--- src/rtl/im_loader_pkg.sv ---
// im_loader_pkg: state encoding and framing constants shared by the program loader files.
package im_loader_pkg;
  typedef enum logic [2:0] {
    S_CNT_HI = 3'd0,
    S_CNT_LO = 3'd1,
    S_DATA   = 3'd2,
    S_CSUM   = 3'd3,
    S_DONE   = 3'd4,
    S_ERR    = 3'd5
  } state_t;
  localparam int BYTES_PER_WORD = 4;
  localparam int HDR_BYTES = 2;
endpackage

--- src/rtl/im_word_packer.sv ---
// im_word_packer: gathers big-endian bytes into 32-bit words with a one-cycle word_valid per word.
module im_word_packer
  import im_loader_pkg::*;
(
  input  logic        clock,
  input  logic        reset,
  input  logic        clear,
  input  logic        take,
  input  logic [7:0]  data,
  output logic        last,
  output logic        word_valid,
  output logic [31:0] word
);
  logic [23:0] sh;
  logic [1:0]  idx;
  assign last = idx == 2'(BYTES_PER_WORD - 1);
  always_ff @(posedge clock or posedge reset)
    if (reset) begin
      sh <= '0;
      idx <= '0;
      word_valid <= 1'b0;
      word <= '0;
    end else if (clear) begin
      sh <= '0;
      idx <= '0;
      word_valid <= 1'b0;
    end else begin
      word_valid <= take && last;
      if (take) begin
        idx <= idx + 2'd1;
        sh <= {sh[15:0], data};
        if (last) word <= {sh, data};
      end
    end
endmodule

--- src/rtl/im_loader.sv ---
// im_loader: streams a counted big-endian image into instruction memory, then releases the CPU.
// Optional trailing XOR checksum byte when IM_LOADER_CHECKSUM_EN is defined.
module im_loader
  import im_loader_pkg::*;
#(
  parameter int ADDR_W = 10,
  parameter int CNT_W  = 16
) (
  input  logic              clock,
  input  logic              reset,
  input  logic              byte_valid,
  input  logic [7:0]        byte_data,
  output logic              byte_ready,
  input  logic              reload,
  output logic              im_we,
  output logic [ADDR_W-1:0] im_addr,
  output logic [31:0]       im_wdata,
  output logic              cpu_run,
  output logic              done,
  output logic              err
);
  localparam logic [CNT_W:0] MAX_WORDS = (CNT_W + 1)'(1) << ADDR_W;
  state_t state, nxt;
  logic [CNT_W-1:0] cnt, wcnt, hdr;
  logic take, data_take, last, restart;
  assign hdr = {cnt[CNT_W-1:8], byte_data};
  assign take = byte_valid && byte_ready;
  assign data_take = take && state == S_DATA;
  assign restart = reload && (state == S_DONE || state == S_ERR);
`ifdef IM_LOADER_CHECKSUM_EN
  localparam state_t S_TAIL = S_CSUM;
  logic [7:0] csum;
  assign byte_ready = !reset && (state inside {S_CNT_HI, S_CNT_LO, S_DATA, S_CSUM});
  always_ff @(posedge clock or posedge reset)
    if (reset) csum <= '0;
    else if (restart) csum <= '0;
    else if (data_take) csum <= csum ^ byte_data;
`else
  localparam state_t S_TAIL = S_DONE;
  assign byte_ready = !reset && (state inside {S_CNT_HI, S_CNT_LO, S_DATA});
`endif
  im_word_packer u_pack (
    .clock(clock),
    .reset(reset),
    .clear(restart),
    .take(data_take),
    .data(byte_data),
    .last(last),
    .word_valid(im_we),
    .word(im_wdata)
  );
  always_comb begin
    nxt = state;
    case (state)
      S_CNT_HI: nxt = take ? S_CNT_LO : S_CNT_HI;
      S_CNT_LO: if (take) nxt = hdr == '0 ? S_TAIL : ({1'b0, hdr} > MAX_WORDS ? S_ERR : S_DATA);
      S_DATA:   if (data_take && last && wcnt == cnt - 1'b1) nxt = S_TAIL;
`ifdef IM_LOADER_CHECKSUM_EN
      S_CSUM:   if (take) nxt = byte_data == csum ? S_DONE : S_ERR;
`endif
      S_DONE, S_ERR: if (reload) nxt = S_CNT_HI;
      default:  nxt = S_CNT_HI;
    endcase
  end
  always_ff @(posedge clock or posedge reset)
    if (reset) begin
      state <= S_CNT_HI;
      cnt <= '0;
      wcnt <= '0;
      im_addr <= '0;
    end else begin
      state <= nxt;
      if (restart) wcnt <= '0;
      if (take && state == S_CNT_HI) cnt <= CNT_W'({byte_data, 8'h00});
      if (take && state == S_CNT_LO) cnt <= hdr;
      if (data_take && last) begin
        im_addr <= wcnt[ADDR_W-1:0];
        wcnt <= wcnt + 1'b1;
      end
    end
  // done waits out the final write pulse so the CPU never runs alongside it
  assign done = state == S_DONE && !im_we;
  assign cpu_run = done;
  assign err = state == S_ERR;
endmodule

--- config.mk ---
export PLATFORM = sky130hd
export DESIGN_NAME = im_loader
export DESIGN_NICKNAME = d
export VERILOG_FILES = /design/src/rtl/im_loader_pkg.sv /design/src/rtl/im_word_packer.sv /design/src/rtl/im_loader.sv
export SDC_FILE = /design/constraint.sdc
export NUM_CORES = 1
export LEC_CHECK = 0
export ABC_AREA = 1
export BUFFER_PORTS_ARGS = -buffer_cell sky130_fd_sc_hd__buf_2
export CORE_AREA = 2 2 106 108
export CTS_BUF_LIST = sky130_fd_sc_hd__clkbuf_8
export DETAILED_ROUTE_END_ITERATION = 10
export DIE_AREA = 0 0 108 110
export PLACE_DENSITY = 0.71
export SYNTH_ARGS = -nofsm -noshare
export SYNTH_HDL_FRONTEND = slang
export SYNTH_SLANG_ARGS = --single-unit
export TNS_END_PERCENT = 10
--- constraint.sdc ---
create_clock -name clock -period 3.7 [get_ports clock]
set_input_delay 0.555 -clock clock [delete_from_list [all_inputs] [get_ports clock]]
set_output_delay 0.555 -clock clock [all_outputs]
set_load 0.02 [all_outputs]
# --- Word level (Yosys, flattened, before mapping) ---
# Cells that the tools add are included.
totals:
  register_bits: 104
  latch_bits: 0
  mem_bits_rw: 0
  mem_bits_ro: 0
  inputBits: 12
  out_inout_bits: 47
  elab_cells: 62
  mem_count: 0
classes:
  n_addsub: 3
  multipliers: 0
  div: 0
  magnitude_cmp: 1
  n_eq_ne: 9
  shift: 0
  n_mux: 16
  bitwise: 2
  n_reduce_logical: 22
op_table:
  columns: ["cell", "n"]
  rows:
  - ["$mux 24", 2]
  - ["$mux 16", 2]
  - ["$add 16x1->16 const B", 1]
  - ["$eq 16x16->1", 1]
  - ["$gt 16x11->1 const B", 1]
  - ["$logic_not 16->1", 1]
  - ["$mux 8", 2]
  - ["$sub 16x1->16 const B", 1]
  - ["$mux 3", 5]
  - ["$pmux 3 s4", 1]
  - ["$logic_and 1x1->1", 9]
  - ["$eq 3x3->1 const B", 2]
  - ["$reduce_and 3->1", 2]
  - ["$reduce_bool 2->1", 3]
  - ["$mux 2", 2]
  - ["$ne 2x2->1 const B", 2]
  - ["$eq 3x1->1 const B", 1]
  - ["$eq 3x2->1 const B", 1]
  - ["$logic_not 3->1", 1]
  - ["$reduce_bool 3->1", 1]
  - ["$add 2x1->2 const B", 1]
  - ["$eq 2x2->1 const B", 1]
  - ["$logic_not 1->1", 2]
  - ["$mux 1", 2]
  - ["other kinds (5)", 6]

# --- Depth between registers and ports, before layout ---
depth:
  word_depth: 9
  depth_mapped: 15
  ltp_nobuf: 15

# --- Cells and area by module ---
# A second synthesis with hierarchy kept.
hier_totals:
  hier_cells: 649
  hier_area_um2: 5615.4
modules_own_cells:
  columns: ["module", "n_inst", "cells_per_inst", "area_per_inst_um2", "seq_area_each_um2"]
  rows:
  - ["im_word_packer", 1, 261, 2846.5, 1476.4]
  - ["im_loader", 1, 388, 2768.9, 1126.1]

# --- Least setup slack after synthesis ---
# Ideal clock, no wire load.
synth_timing:
  path_kind: "register to output"
  startpoint: "reg state[1]"
  endpoint: "out done"
  t_arrival_ns: 1.349
  required_ns: 3.145
  slack_ns: 1.796
  path_stages_with_launch: 5
  n_path_buf: 1
  cell_sequence: "dfrtp_1 -> inv_1 -> nand2_1 -> nor3_1 -> buf_4"
synth_between:
  elab_chain_cells: 2
synth_lines:
  columns: ["item", "line", "text"]
  rows:
  - ["from (decl)", "im_loader.sv:23", "state_t state, nxt;"]
  - ["from (signal assigned)", "im_loader.sv:72", "state <= nxt;"]
  - ["$eq 3x3->1", "im_loader.sv:82", "assign done = state == S_DONE && !im_we;"]
  - ["$logic_and 1x1->1", "im_loader.sv:82", null]
  - ["to (decl)", "im_loader.sv:19", "output logic done,"]
# Every way passes these cells.

# --- Worst setup path after layout ---
layout_timing:
  startpoint: "reg state[0]"
  endpoint: "reg wcnt[2]"
layout_between:
  elab_chain_cells: 7
  word_cells_on_any_way: 14
layout_lines:
  columns: ["item", "line", "text"]
  rows:
  - ["$eq 3x1->1, or another cell as far along", "im_loader.sv:40", "assign byte_ready = !reset && (state inside {S_CNT_HI, S_CNT_LO, S_DATA});"]
  - ["$reduce_bool 3->1", "im_loader.sv:40", null]
  - ["$logic_and 1x1->1", "im_loader.sv:40", null]
  - ["$logic_and 1x1->1", "im_loader.sv:27", "assign take = byte_valid && byte_ready;"]
  - ["$logic_and 1x1->1", "im_loader.sv:28", "assign data_take = take && state == S_DATA;"]
  - ["$logic_and 1x1->1", "im_loader.sv:76", "if (data_take && last) begin"]
  - ["$mux 16 or $reduce_bool 2->1 (tied branches)", null, null]
  - ["to (signal assigned)", "im_loader.sv:78", "wcnt <= wcnt + 1'b1;"]
  - ["to (decl)", "im_loader.sv:24", "logic [CNT_W-1:0] cnt, wcnt, hdr;"]
# Several ways; a longest one is shown, not always the timed one.
# A chain may end at the register's enable or synchronous reset.

==> impl_metrics.py <==
metrics = {
    "sta": {
        "rsz0062_at_grt": "no",
        "fin_crit_ns": 2.64,
        "fin_crit_sh_pct": 71.5,
        "setup-violations-final": 0,
        "tightest_slew_ns": 1.08,
        "finalHoldViolations": 0,
        "skew_ns": 0.00989,
        "tns_ns": 0,
        "max-slew-margin-rel_pct": 27.7,
        "drv_slew": 0,
        "max_freq_mhz": 378,
    },
    "worst_setup_path": {
        "cp_max_fo": 82,
        "worst_ep_arrival_time_ns": 2.91,
        "max_stage_delay_ns": 0.80,
        "worst-setup-path-type": "reg -> reg",
        "start_kind": "flip-flop",
        "critPathTopFamily": "simple AND/OR/NAND/NOR gates",
        "cp_data_required_time_ns": 3.97,
        "critPathBufInv": 2,
        "crit_path_cell_trace": "nand2_1 > nand3_2 > inv_2 > nand2_4 > nor2_8 > inv_2 > nand2_1 > o32ai_1",
        "crit_path_end_kind": "flip-flop",
        "crit_slowest_cell": "inv_2",
    },
    "die": {
        "coreArea_um2": 10700,
        "io_pins": 59,
        "fp.dieH_um": 110,
        "die-area_um2": 11900,
        "placement_rows": 38,
        "initial_core_util_pct": 47.1,
        "fp.dieW_um": 108,
    },
    "cts": {
        "cts_inserted_buffers": 9,
        "cts_setup_buffers": 0,
        "h-tree-depth": 3,
        "clock_sinks": 104,
        "clkTransAtPathRegs_ns": 0.09,
        "cts_tree": "built",
        "insertion_delay_ns": 0.37,
        "clock_path_buffers": 2,
        "cts_root_buf": "clkbuf_8",
        "postCtsHoldBufs": 0,
        "cts_resized": 0,
    },
    "placed_design": {
        "gp_congestion": 0.924,
        "port-buffer-count": 58,
        "detailed_place_hpwl_mm": 8.60,
    },
    "route": {
        "firstDrtPassIters": 4,
        "drt_iter0_drc": 319,
        "wire_per_inst_um": 14.1,
        "drtAntennaViolNets": 0,
        "viasPerCell": 5.19,
        "post-route-drc-count": 0,
        "vias": 4307,
        "finalWirelength_mm": 11.7,
    },
    "yosys": {
        "yosysTopAreaCell": "dfrtp_1",
        "synth.most_common_cell": "nand2_1",
        "ys_types": 36,
        "synth_warnings": 0,
        "synth-seq-cells": 104,
        "synthTopCellsByCount": "nand2_1 (179), dfrtp_1 (104), inv_1 (82), o21ai_0 (67), nor2_1 (55)",
        "ys.flop_type": "dfrtp_1",
        "syn_inst": 631,
        "async_reset_ff_share_pct": 100,
        "synth-seq-area-share_pct": 51.6,
        "syn_area_per_cell_um2": 7.99,
        "yosys-top-cells-area": "dfrtp_1 (52%), nand2_1 (13%), o21ai_0 (6.7%), inv_1 (6.1%), nand3_1 (4.4%)",
        "synth_nets": 646,
        "yosys.area.top_type_share_pct": 51.6,
        "synth-edff-count": 0,
        "synth.cell_area_um2": 5040,
    },
    "power": {
        "switching_share_pct": 42.2,
        "ir_drop_uv": 338,
        "pwr-share-seq_pct": 39.7,
        "intPower_mw": 2.00,
        "p_switching_mw": 1.46,
        "p_leak_nw": 2.92,
        "pwr-share-comb_pct": 40.3,
        "p_clk_share_pct": 19.9,
        "p_per_area_nw_per_um2": 615,
    },
    "hold_path": {
        "hp-class": "in -> async",
    },
    "run_status": {
        "outcome": "finished, final reports clean",
    },
    "finish": {
        "drive_gt1_share_pct": 13.0,
        "areaGrowthSynthToFinish_pct": 11.7,
        "fin_util_pct": 52.7,
        "diodes": 0,
        "fillCellCount": 1031,
        "final_nets": 701,
    },
    "global_route": {
        "overflow": 0,
        "grt_max_degree": 83,
        "grt_pass1_vias": 3992,
        "grt_pass1_wl_mm": 19.6,
        "antenna_found_initial": 0,
        "grt_util_all_layers_pct": 21.3,
    },
    "run": {
        "maxCapViolCount": 0,
    },
}
-- kinds of logic after synthesis --
group | after synthesis | share of synthesized area (%)
and+or+nand+nor | 305 | 26.2
xor gates and xnor gates | 13 | 2.26
buffers and inverters | 101 | 7.82
muxes | 1 | 0.199
adders and majority gates | 3 | 0.744
AOI/OAI and AO/OA | 104 | 11.1
DFF | 104 | 51.6
-- flip-flops by register name, indices dropped and copies added (netlist names) --
register / count
u_pack.idx: 2
state: 3
cnt: 16
u_pack.sh: 24
u_pack.word: 32
wcnt: 16
u_pack.word_valid: 1
im_addr: 10
-- through the flow --
step,instances,cell area [um^2],setup WS [ns],hold WS [ns],power [mW]
6_report,830,5630,1.06,0.294,3.46
2_1_floorplan,631,5040,0.413,0.450,2.46
4_1_cts,830,5630,1.05,0.329,3.46
3_3_place_gp,815,5450,1.04,0.462,2.72
5_1_grt,830,5630,0.730,0.354,3.74
3_5_place_dp,815,5450,0.964,0.466,2.77
-- area by class of cell --
class | instances | area [um^2] | share of cell area, %
clock buffer | 9 | 124 | 2.20
tap | 140 | 175 | 3.11
sequential | 104 | 2600 | 46.2
clock inverter | 6 | 60.1 | 1.07
timing repair buffer | 60 | 305 | 5.42
multi-input combinational | 426 | 2050 | 36.3
inverter | 85 | 322 | 5.71
-- power groups by stage --
| stage | logic (mW) | clock network [mW] | registers [mW] |
|---|---|---|---|
| 2_1_floorplan | 1.09 | 0 | 1.36 |
| 3_3_place_gp | 1.33 | 0 | 1.39 |
| 3_5_place_dp | 1.37 | 0 | 1.39 |
| 4_1_cts | 1.38 | 0.705 | 1.37 |
| 5_1_grt | 1.60 | 0.754 | 1.39 |
| 6_report | 1.40 | 0.691 | 1.38 |
-- worst register-to-register path, cell delays in order (launching register included) --
cell     delay, ns
dfrtp_1       0.49
nand2_1       0.12
nand3_2       0.14
inv_2         0.06
nand2_4       0.26
nor2_8        0.11
inv_2         0.80
nand2_1       0.35
o32ai_1       0.22
-- layout by cell type, fill, tap and decap left out, drive strengths merged --
| master | count |
|---|---|
| o21ai | 67 |
| nor3 | 6 |
| o32ai | 2 |
| and2 | 1 |
| nand4 | 5 |
| nand3b | 3 |
| dfrtp | 104 |
| xnor2 | 7 |
| o22ai | 23 |
| ha | 3 |
| inv | 88 |
| a21oi | 10 |
| buf | 60 |
| mux2i | 1 |
| nand3 | 46 |
| or2 | 2 |
| a21boi | 1 |
| nand2 | 182 |
| xor2 | 6 |
| nor2 | 60 |
| bufinv | 1 |
| o21bai | 1 |
| clkinv | 2 |
| clkbuf | 9 |
-- per-layer routing --
| layer | track usage, % | vias up | share of wire [%] |
|---|---|---|---|
| met2 | 31.8 | 116 | 45 |
| met3 | 3.06 | 13 | 4.8 |
| met4 | 7.69 | 0 | 1.4 |
| li1 | - | 2130 | - |
| met5 | 0 | - | 0 |
| met1 | 31.8 | 2048 | 49 |
-- path summary, 6_finish.rpt --
check	from	cells past startpoint	endpoint	slack [ns]
max reg2reg	state[0]$_DFFE_PP0P_	8	wcnt[2]$_DFFE_PP0P_	1.06
max in group asynchronous	reset	3	u_pack.word[12]$_DFFE_PP0P_	2.58
max	state[0]$_DFFE_PP0P_	8	wcnt[2]$_DFFE_PP0P_	1.06
min in group clock	byte_data[0]	3	cnt[8]$_DFFE_PP0P_	0.40
min reg2reg	im_addr[9]$_DFFE_PP0P_	2	im_addr[9]$_DFFE_PP0P_	0.49
min	reset	2	state[2]$_DFFE_PP0P_	0.29
Power figures use the tool's default switching activity.
